===== src/rtl/regfile_wb_arbiter_if.sv =====
// Regfile write-port arbitration bundle: pipeline writeback, MDU result/issue, decode busy queries.
// Perf counter outputs appear only when WB_ARB_PERF_EN is defined.
interface regfile_wb_arbiter_if #(
  parameter int REG_ADDR_W = 5,
  parameter int DATA_W     = 32
);
  logic                  I_pipe_we;
  logic [REG_ADDR_W-1:0] I_pipe_waddr;
  logic [DATA_W-1:0]     I_pipe_wdata;
  logic                  O_pipe_stall;

  logic                  I_mdu_issue;
  logic [REG_ADDR_W-1:0] I_mdu_issue_rd;
  logic                  I_mdu_valid;
  logic [REG_ADDR_W-1:0] I_mdu_waddr;
  logic [DATA_W-1:0]     I_mdu_wdata;
  logic                  O_mdu_ready;

  logic                  O_rd_we;
  logic [REG_ADDR_W-1:0] O_rd_waddr;
  logic [DATA_W-1:0]     O_rd_wdata;

  logic [REG_ADDR_W-1:0] I_rs1_raddr;
  logic [REG_ADDR_W-1:0] I_rs2_raddr;
  logic [REG_ADDR_W-1:0] I_rd_qaddr;
  logic                  O_rs1_busy;
  logic                  O_rs2_busy;
  logic                  O_rd_busy;

`ifdef WB_ARB_PERF_EN
  logic [31:0]           O_perf_mdu_wait;
  logic [31:0]           O_perf_force;
`endif

  modport slave (
    input  I_pipe_we, I_pipe_waddr, I_pipe_wdata,
    input  I_mdu_issue, I_mdu_issue_rd, I_mdu_valid, I_mdu_waddr, I_mdu_wdata,
    input  I_rs1_raddr, I_rs2_raddr, I_rd_qaddr,
`ifdef WB_ARB_PERF_EN
    output O_perf_mdu_wait, O_perf_force,
`endif
    output O_pipe_stall, O_mdu_ready, O_rd_we, O_rd_waddr, O_rd_wdata,
    output O_rs1_busy, O_rs2_busy, O_rd_busy
  );

  modport master (
    output I_pipe_we, I_pipe_waddr, I_pipe_wdata,
    output I_mdu_issue, I_mdu_issue_rd, I_mdu_valid, I_mdu_waddr, I_mdu_wdata,
    output I_rs1_raddr, I_rs2_raddr, I_rd_qaddr,
`ifdef WB_ARB_PERF_EN
    input  O_perf_mdu_wait, O_perf_force,
`endif
    input  O_pipe_stall, O_mdu_ready, O_rd_we, O_rd_waddr, O_rd_wdata,
    input  O_rs1_busy, O_rs2_busy, O_rd_busy
  );
endinterface


===== src/rtl/regfile_wb_arbiter.sv =====
// Shares the regfile write port between pipeline writeback and MDU; zero-latency grant, pipe stalled when MDU wins,
// MDU forced through after MAX_WAIT denied cycles; pending scoreboard for decode hazards. Optional perf: WB_ARB_PERF_EN.
module regfile_wb_arbiter #(
  parameter int REG_NUM    = 32,
  parameter int REG_ADDR_W = 5,
  parameter int DATA_W     = 32,
  parameter int MAX_WAIT   = 4
) (
  input  logic                clk,
  input  logic                rst_n,
  regfile_wb_arbiter_if.slave bus
);
  localparam int CNT_W = $clog2(MAX_WAIT + 1);

  logic [CNT_W-1:0]   r_wait_cnt;
  logic [REG_NUM-1:0] r_pending;

  logic w_pipe_req;
  logic w_mdu_req;
  logic w_force;
  logic w_grant_mdu;
  logic w_grant_pipe;

  // Everything is gated by reset so the regfile never sees a write while rst_n is low.
  assign w_pipe_req   = rst_n && bus.I_pipe_we && (bus.I_pipe_waddr != '0);
  assign w_mdu_req    = rst_n && bus.I_mdu_valid;
  assign w_force      = w_mdu_req && (r_wait_cnt >= CNT_W'(MAX_WAIT));
  assign w_grant_mdu  = w_mdu_req && (!w_pipe_req || w_force);
  assign w_grant_pipe = w_pipe_req && !w_grant_mdu;

  assign bus.O_mdu_ready  = w_grant_mdu;
  assign bus.O_pipe_stall = w_pipe_req && w_grant_mdu;
  assign bus.O_rd_we      = w_grant_pipe || (w_grant_mdu && (bus.I_mdu_waddr != '0));

  always_comb begin
    bus.O_rd_waddr = '0;
    bus.O_rd_wdata = {DATA_W{1'b0}};
    if (w_grant_mdu) begin
      bus.O_rd_waddr = bus.I_mdu_waddr;
      bus.O_rd_wdata = bus.I_mdu_wdata;
    end else if (w_grant_pipe) begin
      bus.O_rd_waddr = bus.I_pipe_waddr;
      bus.O_rd_wdata = bus.I_pipe_wdata;
    end
  end

  // A same-cycle commit un-busies the register; regfile write-through supplies the value.
  function automatic logic f_busy(input logic [REG_ADDR_W-1:0] a);
    return r_pending[a] && !(w_grant_mdu && (bus.I_mdu_waddr == a));
  endfunction

  assign bus.O_rs1_busy = f_busy(bus.I_rs1_raddr);
  assign bus.O_rs2_busy = f_busy(bus.I_rs2_raddr);
  assign bus.O_rd_busy  = f_busy(bus.I_rd_qaddr);

  always_ff @(posedge clk or negedge rst_n) begin
    if (!rst_n) begin
      r_wait_cnt <= '0;
    end else if (w_grant_mdu || !w_mdu_req) begin
      r_wait_cnt <= '0;
    end else if (r_wait_cnt != CNT_W'(MAX_WAIT)) begin
      r_wait_cnt <= r_wait_cnt + CNT_W'(1);
    end
  end

  // Issue is checked before commit so a new op on the same rd keeps ownership.
  always_ff @(posedge clk or negedge rst_n) begin
    if (!rst_n) begin
      r_pending <= '0;
    end else begin
      r_pending[0] <= 1'b0;
      for (int i = 1; i < REG_NUM; i++) begin
        if (bus.I_mdu_issue && (bus.I_mdu_issue_rd == REG_ADDR_W'(i)))
          r_pending[i] <= 1'b1;
        else if (w_grant_mdu && (bus.I_mdu_waddr == REG_ADDR_W'(i)))
          r_pending[i] <= 1'b0;
      end
    end
  end

`ifdef WB_ARB_PERF_EN
  logic [31:0] r_perf_mdu_wait;
  logic [31:0] r_perf_force;

  always_ff @(posedge clk or negedge rst_n) begin
    if (!rst_n) begin
      r_perf_mdu_wait <= '0;
      r_perf_force    <= '0;
    end else begin
      if (w_mdu_req && !w_grant_mdu && (r_perf_mdu_wait != 32'hFFFF_FFFF))
        r_perf_mdu_wait <= r_perf_mdu_wait + 32'd1;
      if (w_force && (r_perf_force != 32'hFFFF_FFFF))
        r_perf_force <= r_perf_force + 32'd1;
    end
  end

  assign bus.O_perf_mdu_wait = r_perf_mdu_wait;
  assign bus.O_perf_force    = r_perf_force;
`endif
endmodule


===== src/flat_wrapper.sv =====
// flat-port wrapper written by rule: the top's interface ports become plain ports
module regfile_wb_arbiter_flat 
#(
  parameter int REG_NUM    = 32,
  parameter int REG_ADDR_W = 5,
  parameter int DATA_W     = 32,
  parameter int MAX_WAIT   = 4
)
  (clk, rst_n, bus_I_pipe_we, bus_I_pipe_waddr, bus_I_pipe_wdata, bus_I_mdu_issue, bus_I_mdu_issue_rd, bus_I_mdu_valid, bus_I_mdu_waddr, bus_I_mdu_wdata, bus_I_rs1_raddr, bus_I_rs2_raddr, bus_I_rd_qaddr, bus_O_pipe_stall, bus_O_mdu_ready, bus_O_rd_we, bus_O_rd_waddr, bus_O_rd_wdata, bus_O_rs1_busy, bus_O_rs2_busy, bus_O_rd_busy);
  regfile_wb_arbiter_if #(.REG_ADDR_W(REG_ADDR_W), .DATA_W(DATA_W)) bus_i ();
  input  logic clk;
  input  logic rst_n;
  input wire logic [$bits(bus_i.I_pipe_we)-1:0] bus_I_pipe_we;
  input wire logic [$bits(bus_i.I_pipe_waddr)-1:0] bus_I_pipe_waddr;
  input wire logic [$bits(bus_i.I_pipe_wdata)-1:0] bus_I_pipe_wdata;
  input wire logic [$bits(bus_i.I_mdu_issue)-1:0] bus_I_mdu_issue;
  input wire logic [$bits(bus_i.I_mdu_issue_rd)-1:0] bus_I_mdu_issue_rd;
  input wire logic [$bits(bus_i.I_mdu_valid)-1:0] bus_I_mdu_valid;
  input wire logic [$bits(bus_i.I_mdu_waddr)-1:0] bus_I_mdu_waddr;
  input wire logic [$bits(bus_i.I_mdu_wdata)-1:0] bus_I_mdu_wdata;
  input wire logic [$bits(bus_i.I_rs1_raddr)-1:0] bus_I_rs1_raddr;
  input wire logic [$bits(bus_i.I_rs2_raddr)-1:0] bus_I_rs2_raddr;
  input wire logic [$bits(bus_i.I_rd_qaddr)-1:0] bus_I_rd_qaddr;
  output wire logic [$bits(bus_i.O_pipe_stall)-1:0] bus_O_pipe_stall;
  output wire logic [$bits(bus_i.O_mdu_ready)-1:0] bus_O_mdu_ready;
  output wire logic [$bits(bus_i.O_rd_we)-1:0] bus_O_rd_we;
  output wire logic [$bits(bus_i.O_rd_waddr)-1:0] bus_O_rd_waddr;
  output wire logic [$bits(bus_i.O_rd_wdata)-1:0] bus_O_rd_wdata;
  output wire logic [$bits(bus_i.O_rs1_busy)-1:0] bus_O_rs1_busy;
  output wire logic [$bits(bus_i.O_rs2_busy)-1:0] bus_O_rs2_busy;
  output wire logic [$bits(bus_i.O_rd_busy)-1:0] bus_O_rd_busy;
  assign bus_i.I_pipe_we = bus_I_pipe_we;
  assign bus_i.I_pipe_waddr = bus_I_pipe_waddr;
  assign bus_i.I_pipe_wdata = bus_I_pipe_wdata;
  assign bus_i.I_mdu_issue = bus_I_mdu_issue;
  assign bus_i.I_mdu_issue_rd = bus_I_mdu_issue_rd;
  assign bus_i.I_mdu_valid = bus_I_mdu_valid;
  assign bus_i.I_mdu_waddr = bus_I_mdu_waddr;
  assign bus_i.I_mdu_wdata = bus_I_mdu_wdata;
  assign bus_i.I_rs1_raddr = bus_I_rs1_raddr;
  assign bus_i.I_rs2_raddr = bus_I_rs2_raddr;
  assign bus_i.I_rd_qaddr = bus_I_rd_qaddr;
  assign bus_O_pipe_stall = bus_i.O_pipe_stall;
  assign bus_O_mdu_ready = bus_i.O_mdu_ready;
  assign bus_O_rd_we = bus_i.O_rd_we;
  assign bus_O_rd_waddr = bus_i.O_rd_waddr;
  assign bus_O_rd_wdata = bus_i.O_rd_wdata;
  assign bus_O_rs1_busy = bus_i.O_rs1_busy;
  assign bus_O_rs2_busy = bus_i.O_rs2_busy;
  assign bus_O_rd_busy = bus_i.O_rd_busy;
  regfile_wb_arbiter #(.REG_NUM(REG_NUM), .REG_ADDR_W(REG_ADDR_W), .DATA_W(DATA_W), .MAX_WAIT(MAX_WAIT)) u_core (.clk(clk), .rst_n(rst_n), .bus(bus_i));
endmodule

===== config.mk =====
export PLATFORM = sky130hd
export DESIGN_NAME = regfile_wb_arbiter_flat
export DESIGN_NICKNAME = d
export VERILOG_FILES = /design/src/rtl/regfile_wb_arbiter_if.sv /design/src/rtl/regfile_wb_arbiter.sv /design/src/flat_wrapper.sv
export SDC_FILE = /design/constraint.sdc
export NUM_CORES = 1
export LEC_CHECK = 0
export BUFFER_PORTS_ARGS = -buffer_cell sky130_fd_sc_hd__buf_2
export CELL_PAD_IN_SITES_DETAIL_PLACEMENT = 1
export CELL_PAD_IN_SITES_GLOBAL_PLACEMENT = 1
export CORE_ASPECT_RATIO = 2
export CORE_MARGIN = 3
export CORE_UTILIZATION = 31
export DETAILED_ROUTE_END_ITERATION = 16
export PLACE_DENSITY_LB_ADDON = 0.1
export SLEW_MARGIN = 20
export SYNTH_ARGS = -nofsm -noshare
export SYNTH_HDL_FRONTEND = slang
export SYNTH_SLANG_ARGS = --single-unit
export TNS_END_PERCENT = 20

===== constraint.sdc =====
create_clock -name clk -period 2.05 [get_ports clk]
set_clock_uncertainty 0.15 [all_clocks]
set_input_delay 0.3075 -clock clk [delete_from_list [all_inputs] [get_ports clk]]
set_output_delay 0.3075 -clock clk [all_outputs]
set_load 0.02 [all_outputs]

# After elaboration in Yosys (flattened, before gate mapping)
# Cells that the tools add are included.
# word_totals
reg_bits	34
latch_bits	0
ram_bits	0
romBits	0
in_bits	99
output_inout_bits	43
n_memories	0
# op_classes
addsub	1
n_mul	0
n_div	0
magnitude_cmp	4
eq_ne	66
shift	0
n_mux	74
bitwise	0
n_reduce_logical	119
# op_table
cell	n
== test 5 bit, second input constant	32
== test 5 x 4 -> 1 bit, second input constant	16
logical AND 1 bit	76
two-way mux 1 bit	65
two-way mux 32 bit	2
nonzero test 2 bit	32
== test 5 x 3 -> 1 bit, second input constant	8
== test 5 x 2 -> 1 bit, second input constant	4
< comparator 5 x 6 -> 1 bit, second input constant	3
binary-select mux 1 bit (select 5 bit)	3
== test 5 bit	3
== test 5 x 1 -> 1 bit, second input constant	2
two-way mux 5 bit	2
nonzero test 5 bit	2
zero test 1 bit	6
two-way mux 3 bit	2
adder 3 x 1 -> 3 bit, second input constant	1
>= comparator 3 bit, second input constant	1
logical OR 1 bit	3
!= test 3 bit, second input constant	1

# Logic depth before layout (Yosys ltp)
# Gate-level depths: netlist (run 1).
# logic_depth
ltp_word	9
ltp_mapped	6
ltp_nobuf	5

# Worst setup path before layout (run 1)
# No wires, ideal clock.
# synth_timing
path_type	input to output
startpoint	input bus_I_rs1_raddr[1]
endpoint	output bus_O_rs1_busy
t_arrival_ps	1758
required_ps	1592
setup_slack_ps	-165
cell_stages	5
path_buffers	1
path_cell_list	clkbuf_1 -> mux4_2 -> mux2_2 -> o311ai_1 -> nor3_1
# synth_between
elab_chain_len	4
# synth_lines
element	line_no	text
start, declared	flat_wrapper.sv:21	input wire logic [$bits(bus_i.I_rs1_raddr)-1:0] bus_I_rs1_raddr;
branches (longest 3 deep; another with binary-select mux 1 bit (select 5 bit))	-	
logical AND 1 bit *	regfile_wb_arbiter.sv:49	return r_pending[a] && !(w_grant_mdu && (bus.I_mdu_waddr == a));
end, declared	flat_wrapper.sv:29	output wire logic [$bits(bus_i.O_rs1_busy)-1:0] bus_O_rs1_busy;
# Every way passes the cells marked *. The select of a mux whose other input is x is not followed.

# Final worst setup path (run 1)
# layout_timing
startpoint	register u_core.r_pending[7]
endpoint	output bus_O_rs1_busy
# layout_between
elab_chain_len	3
# layout_lines
element	line_no	text
start, declared	regfile_wb_arbiter.sv:16	logic [REG_NUM-1:0] r_pending;
start signal, assigned	regfile_wb_arbiter.sv:69	r_pending <= '0;
start signal, assigned by index	regfile_wb_arbiter.sv:74	r_pending[i] <= 1'b1;
start signal, assigned by index	regfile_wb_arbiter.sv:76	r_pending[i] <= 1'b0;
binary-select mux 1 bit (select 5 bit)	regfile_wb_arbiter.sv:49	
two-way mux 1 bit (not written as such)	regfile_wb_arbiter.sv:49	
logical AND 1 bit	regfile_wb_arbiter.sv:49	
# Every way passes these cells. The select of a mux whose other input is x is not followed.

==> flow_results.org, run 1 <==
** Status
- The flow ran to the end, but the final reports show violations.
- Violations in the final reports :: setup timing

** Drt
- Per-cell routed wire length :: 22.8 um
- Once detail routing completed, the nets flagged for antenna violations numbered 0.
- After detailed routing, the met3 layer carries 791 um of wire.
- After the first detailed-routing iteration, the DRC count stood at 117.
- Pre-antenna DRT Iters :: 4
- Metal2 WL :: 7870 um
- Final Routed Wirelength :: 13600 um
- Post-Route M1 WL :: 4260 um
- Routed via count :: 3471
- Dividing the detail-routed via count by the number of cells gives 5.83.
- Highest metal layer used by the detailed router :: met4
- After detailed routing, the number of remaining DRC violations is 0.

** Clock tree
- The clock passes through at most 2 buffers.
- Clock-pin slew was measured on the worst setup and hold paths at 0.06 ns.
- For the worst-skew pair, the clock arrives at the later sink with an insertion delay of 0.28 ns.
- CTS built an H-tree with a depth of 2.
- Clock tree synthesis selected as its root buffer the cell sky130_fd_sc_hd__clkbuf_16.
- TritonCTS built the clock tree.
- TritonCTS created 5 clock buffers.
- Clk sinks :: 34

** Yosys
- Yosys reg bits :: 34
- Synth async-reset ratio :: 100%
- After synthesis, the largest area contributor takes up 28.3% of total cell area.
- Syn nets :: 421
- The largest total area in the synthesized netlist belongs to sky130_fd_sc_hd__dfrtp_1.
- Distinct cell type count after synthesis :: 51
- Count of flip-flops with a built-in enable after synthesis :: 0
- Sequential area share after synthesis :: 28.3%
- Top flip-flop cell by instance count after synthesis :: sky130_fd_sc_hd__dfrtp_1
- Count of synthesis-stage warnings from yosys :: 0
- Number of standard cells after synthesis :: 320
- Dividing the synthesized area by the synthesized cell count gives 9.40 sq um.
- Cell area after synthesis :: 0.00301 sq mm
- Top cells by area, synth :: sky130_fd_sc_hd__dfrtp_1 28%, sky130_fd_sc_hd__a22o_1 12%, sky130_fd_sc_hd__mux4_2 11%

** Floorplan
- Die boundary height :: 145 um
- Io pins :: 142
- Standard-cell row count :: 50
- The die covers 0.0110 sq mm.
- In this run the standard cell core region covers 0.00938 sq mm.
- In this run the horizontal extent of the chip is 75.6 um.
- Initial core utilization :: 32.0%

** STA
- Number of hold violations in the final report :: 0
- Worst slew margin :: 68.8%
- Achievable clock frequency :: 418 MHz
- Total setup violations reported at the end of the flow :: 42
- At the pin with the least slew margin, the transition time is 0.462 ns.
- Across all hold checks on the routed design, the worst slack comes to 0.00802 ns.
- Number of slew-limit violations in the final report :: 0
- The smallest clock period supported by the final layout is computed as 2.39 ns.
- Setup repair after global routing could not meet its margin everywhere.
- The final critical path takes up 117% of the cycle.
- Once routing completed, OpenROAD measured the worst setup slack at -0.342 ns.

** Power
- Across the VDD grid, the largest voltage drop is 0.329 mV.
- Dividing total power by cell area gives a power density of 695 mW/mm^2.
- Pleak :: 2.10 nW

** Final layout
- Layout area overhead :: 48.9%
- 0 antenna diodes ended up in the layout.
- Final instance area :: 0.00448 sq mm
- Fin util :: 47.7%
- The net count of the finished layout is 591.
- Proportion of layout cells with a drive suffix above 1 :: 47.5%
- Leaving out fill and tap cells, the most frequent cells in the layout are 129 x sky130_fd_sc_hd__buf_2, 43 x sky130_fd_sc_hd__buf_4, 40 x sky130_fd_sc_hd__a22o_1.
- Leaving out fill and tap cells, the most frequent cell in the layout is sky130_fd_sc_hd__buf_2.

** Global routing
- Number of antenna violations at the first check in global routing :: 0
- The number of global-route vias before repair was 3907.
- The first global-routing pass estimated 20500 um of wire.
- Remaining Overflow, GRT :: 0
- Largest net degree at the start of global routing :: 35
- Overall global routing resource usage :: 25.3%

** Hold path
- The min-delay analysis places its worst path in the category in2async.

** Worst setup path
- Traced cell by cell, the critical path runs through mux4_2 > mux2_4 > o311ai_4 > nor3_2 > buf_4.
- Counting cells, the worst reg-to-reg path comes to 6.
- The worst setup path is captured at an output port.
- CP required :: 1.59 ns
- The cell family contributing the most delay on the critical path is multiplexers.
- In this run the register-to-register setup slack is 0.29 ns.
- The worst register-to-register path ends at u_core.r_pending[29].
- The number of buffers and inverters on the critical path is 1.
- Arrival time at the worst endpoint :: 1.93 ns
- Largest incremental delay on the critical path :: 0.48 ns
- The critical path crosses 5 cells after its start point.
- STA classifies the critical path startpoint as a flop.
- Of all nets on the critical path, the largest fanout is 4.
- By startpoint and endpoint, the worst setup path is classified as reg2out.
- In this run the critical register-to-register path is launched from u_core.r_wait_cnt[2].
- On the critical path, the stage with the largest delay is an instance of sky130_fd_sc_hd__mux4_2.

** Job
- Across the run, the number of max-cap violations was 0.

** Placement
- Cell area reported after detailed placement :: 0.00410 sq mm
- Number of port buffers :: 141
- The wire-length estimate of the detail-placed layout is 11100 um.
- Final weighted congestion of routability-driven global placement :: 0.843
[per-stage QoR]
step	cells	total power, W	setup WS (ns)	TNS (ns)
final	595	0.00311	-0.342	-10.13
after global routing	595	0.00326	-0.387	-12.03
after CTS	593	0.00309	-0.336	-9.60
after detailed placement	585	0.00216	-0.275	-15.07
after global placement	585	0.00212	-0.275	-13.40
after floorplan	320	0.00158	-0.0549	-1.24
[cell type report]
cell class              instances  area (sq um)
repair buffers                191          1230
inverters                       3          11.3
multi-input cells             255          2090
well taps                     104           130
clock buffers                   7           133
flip-flops and latches         34           851
clock inverters                 1          30.0
fillers                      1135          4910
[cells by family (layout without fill, tap and decap cells)]
group | after synthesis | after routing | share of synthesized area, %
and+or+nand+nor | 94 | 94 | 16.9
xor gates and xnor gates | 15 | 15 | 4.37
adders and majority gates | 2 | 2 | 0.832
DFF | 34 | 34 | 28.3
buffers and inverters | 31 | 202 | 4.95
muxes | 38 | 38 | 19.1
AOI/OAI and AO/OA | 106 | 106 | 25.6
[power breakdown]
part	switching [W]	internal [W]	leakage [nW]	total [W]
clock	0.000295	0.000575	0.0781	0.000870
sequential	0.000184	0.000822	0.403	0.00101
combinational	0.000586	0.000651	1.62	0.00124
[worst max path at each step]
stage / from / endpoint / slack, ns
after floorplan: bus_I_pipe_waddr[3] / bus_O_rd_waddr[0] / -0.05
after global placement: bus_I_rs1_raddr[1] / bus_O_rs1_busy / -0.28
after detailed placement: bus_I_pipe_waddr[3] / bus_O_rd_wdata[27] / -0.27
after CTS: u_core.r_pending[7] / bus_O_rs1_busy / -0.34
after global routing: u_core.r_pending[24] / bus_O_rd_busy / -0.39
final: u_core.r_pending[7] / bus_O_rs1_busy / -0.34
[worst register-to-register path, cell delays in order (launching register included)]
cell and delay (ns):
sky130_fd_sc_hd__dfrtp_1 0.35, sky130_fd_sc_hd__nor2b_1 0.07, sky130_fd_sc_hd__o22ai_4 0.28, sky130_fd_sc_hd__buf_6 0.20
sky130_fd_sc_hd__nand4b_1 0.21, sky130_fd_sc_hd__o21ai_0 0.23, sky130_fd_sc_hd__o21ai_0 0.13
[routing by layer]
| metal | global-route usage (%) | vias to the layer above |
|---|---|---|
| met5 | 0 | - |
| met2 | 47.6 | 175 |
| met1 | 24.5 | 1687 |
| met3 | 4.09 | 33 |
| li1 | - | 1576 |
| met4 | 13.1 | 0 |
[state kept, by name, summed over array words and instances (netlist names)]
register and flops:
u_core.r_pending 31, u_core.r_wait_cnt 3
[repair_timing]
| item | 4_1_cts | 5_1_grt |
|---|---|---|
| pin swaps | 5 | 3 |
| hold buffers | 0 | 0 |
| endpoints found under the hold margin | 0 | 0 |
| gates resized for setup | 17 | 22 |
| endpoints found under the setup margin | 43 | 45 |
| gates cloned | 0 | 2 |
| buffers inserted | 0 | 0 |
[cell usage after synthesis, types with 7 or more instances]
| cell type | count |
|---|---|
| sky130_fd_sc_hd__mux2i_1 | 19 |
| sky130_fd_sc_hd__buf_2 | 8 |
| sky130_fd_sc_hd__nand2_1 | 28 |
| sky130_fd_sc_hd__mux4_2 | 15 |
| sky130_fd_sc_hd__dfrtp_1 | 34 |
| sky130_fd_sc_hd__xor2_1 | 7 |
| sky130_fd_sc_hd__o21ai_0 | 38 |
| sky130_fd_sc_hd__nor2_1 | 9 |
| sky130_fd_sc_hd__clkbuf_1 | 16 |
| sky130_fd_sc_hd__a22o_1 | 40 |
| sky130_fd_sc_hd__xnor2_1 | 8 |
| sky130_fd_sc_hd__nor2b_1 | 7 |
| sky130_fd_sc_hd__nand2b_1 | 8 |
| sky130_fd_sc_hd__nand3_1 | 12 |
| sky130_fd_sc_hd__nor3_1 | 8 |
No activity file was read; power rests on OpenSTA's default activity.
==> inputs of run 2 (changes only) <==
Settings changed: SETUP_SLACK_MARGIN from default to 0.5.
==> run 2 against run 1 <==
  * Cell count up 1.0%
  * Critical path depth is 2 higher
  * Utilization up 3.5 points
  * Setup slack worse by 0.016 ns
  * Total power rose by 4.6%
  * Register-to-register slack is essentially flat
  * Critical endpoint unchanged
  * Count of clock-buffer cells in the layout stayed put
  * Sequential power hardly changed
  * The flow still finishes with violations (setup timing)
  * Largest power group unchanged
  * Worst hold slack better by 0.010 ns
  * Flip-flop and latch count is the same
==> flow_results.org, run 2 (same netlist as run 1, synthesis figures left out) <==
** STA
- Counting I/O delays and the setup requirement, the final critical path takes 2.41 ns.
- Of the available clock period, the critical path in the final layout requires 117%.
- The final number of max-transition violations was 0.
- Actual slew at the worst max-slew pin :: 0.549 ns
- Setup repair after global routing could not meet its margin everywhere.
- Measured against its own limit, the worst slew margin works out to 63.0%.
- Setup violations remaining at the end of the flow were counted as 42.
- Worst Hold Slack :: 0.0181 ns
- Number of hold violations in the final report :: 0
- Timing would allow up to 415 MHz.
- Fin worst setup slack :: -0.358 ns

** Worst setup path
- Counting buffers and inverters, the worst setup path is 7 cells deep.
- Largest incremental delay on the critical path :: 0.54 ns
- The number of buffers and inverters on the critical path is 2.
- STA classifies the critical path startpoint as a flop.
- The slowest stage of the critical path belongs to the cell sky130_fd_sc_hd__mux4_2.
- Worst Setup End Kind :: output port
- Chain of cells forming the critical path :: mux4_2 > mux2i_1 > buf_4 > nand3b_1 > o311ai_2 > nor3_1 > buf_2
- Cell depth of the worst flop-to-flop path :: 6
- Category of the most critical setup path :: reg2out
- Max FO, Critical Path :: 4
- Grouping stages by cell kind, the critical path spends the most delay in multiplexers.
- At the worst endpoint, the arrival time is 1.95 ns.
- CP required :: 1.59 ns

** Clock tree
- For the worst-skew pair, the clock arrives at the later sink with an insertion delay of 0.29 ns.
- Maximum number of buffers from clock root to sink :: 2
- CTS tree :: built
- Clock tree synthesis selected as its root buffer the cell sky130_fd_sc_hd__clkbuf_16.
- Number of buffers created by CTS :: 5
- Clock-pin slew was measured on the worst setup and hold paths at 0.05 ns.
- In this run, post-CTS hold repair placed 0 buffers.
- Htree depth :: 2
- Clk sinks :: 34

** Drt
- Per-cell routed wire length :: 22.9 um
- For this block, the initial DRC count from the detailed router was 118.
- The first detailed-routing pass took 5 iterations.
- DR vias/cell :: 5.84
- Remaining number of nets flagged by the antenna check after routing :: 0
- Final Routed Wirelength :: 13800 um
- DRC errors left :: 0
- The final route contains 3509 vias.

** Floorplan
- Die boundary height :: 145 um
- Standard-cell row count :: 50
- Initial core utilization :: 32.0%
- The die covers 0.0110 sq mm.
- Core Box Area :: 0.00938 sq mm
- The die is 75.6 um wide.
- 142 I/O pins were placed.

** Job
- Max-cap violations in this run came to 0.

** Final layout
- Layout area overhead :: 59.8%
- The register with the most flip-flops in the layout has 31 of them.
- Most flop-heavy register :: u_core.r_pending
- The number of antenna diodes in the final layout is 0.
- # nets final :: 597
- Proportion of layout cells with a drive suffix above 1 :: 51.3%
- Largest registers :: u_core.r_pending x31, u_core.r_wait_cnt x3
- Most frequent cells in the layout :: 109 x sky130_fd_sc_hd__buf_2, 46 x sky130_fd_sc_hd__buf_4, 40 x sky130_fd_sc_hd__a22o_1
- The library cell used most frequently in the layout, excluding fill and tap cells, is sky130_fd_sc_hd__buf_2.

** Power
- Worst IR Drop VDD :: 0.392 mV
- Power per Cell Area :: 678 mW/mm^2
- Net switching power :: 0.00110 W
- Proportion of power drawn by the clock network :: 26.4%
- Share of total power consumed by net switching :: 33.8%
- Total power after layout :: 0.00326 W
- Internal power of the cells :: 0.00216 W
- In this run the static leakage power is 2.17 nW.
- Per report_power, the combinational group accounts for 43.1% of the total.
- In this run, flip-flops and latches consume 30.5% of the power.

** Placement
- After legalization and detailed placement, the total HPWL measured 11100 um.
- Buffers placed on the I/O ports in this run total 141.
- The congestion estimate from routability-driven global placement came to 0.885.
- Before CTS, the worst setup slack after placement is -0.287 ns.

** Global routing
- For this run the aggregate overflow at the end of global routing stands at 0.
- Entering global routing, the biggest net connects 35 pins.
- The number of antenna violations at the first check in global routing was 0.
- Overall global routing resource usage :: 25.8%
- The first global-routing pass estimated 20900 um of wire.
- Via count of the first global-routing pass :: 3938

** Status
- Status :: finished, violations left
- The final reports fail on setup timing.

** Hold path
- The worst hold path belongs to the class in2async.
run 2: cell count changes in the layout (fill, tap and decap cells not counted), sizes merged:
cell,change
buf,+5
clkbuf,+1
run 2: worst reg2reg max path: cells and delay by family, from the launching register on:
kind / cells / cell delay (ns)
AOI/OAI and AO/OA: 2 / 0.44
buffers and inverters: 1 / 0.20
DFF: 1 / 0.39
and+or+nand+nor: 3 / 0.48
run 2: final cells by class:
| type | count | area, sq um |
|---|---|---|
| Multi-Input combinational cell | 255 | 2180 |
| Sequential cell | 34 | 853 |
| Clock inverter | 1 | 30.0 |
| Fill cell | 1090 | 4580 |
| Tap cell | 104 | 130 |
| Clock buffer | 7 | 133 |
| Inverter | 3 | 11.3 |
| Timing Repair Buffer | 197 | 1460 |
run 2: worst paths after layout:
kind,startpoint,end,slack [ns]
max,u_core.r_pending[9],bus_O_rs1_busy,-0.36
min,rst_n,u_core.r_pending[16],0.02
max reg2reg,u_core.r_wait_cnt[2],u_core.r_pending[4],0.29
min reg2reg,u_core.r_wait_cnt[0],u_core.r_wait_cnt[0],0.32
max in group asynchronous,rst_n,u_core.r_pending[8],1.40
min in group clk,bus_I_mdu_valid,u_core.r_wait_cnt[0],0.20
run 2: stage by stage:
step                std cells  util (%)  instance area, sq um  TNS, ns
global placement          587      44.3                  4150   -10.37
CTS                       598      48.4                  4540    -9.24
detailed placement        587      44.3                  4150   -10.99
finish                    601      51.2                  4800    -9.39
floorplan                 320         -                  3010    -1.24
global route              601      51.2                  4800   -11.12
run 2: repair_timing:
item	4_1_cts	5_1_grt
gates cloned	2	2
endpoints found under the hold margin	0	0
pin swaps	25	32
setup buffers	1	1
gates resized for setup	74	66
setup endpoints to repair	74	74
run 2: layer usage:
metal	routed length, um	GRT usage [%]	part of all wire, %
met3	794	4.16	5.8
met1	4180	23.5	30
met4	742	15.0	5.4
met2	8040	49.0	58
met5	0	0	0
run 2: power by group through the flow:
stage          Sequential (W)  Combinational (W)  Clock (W)
2_1_floorplan        0.000927           0.000652          0
3_3_place_gp         0.000986            0.00119          0
3_5_place_dp         0.000992            0.00122          0
4_1_cts              0.000983            0.00132   0.000873
5_1_grt               0.00101            0.00151   0.000896
6_report             0.000994            0.00140   0.000861
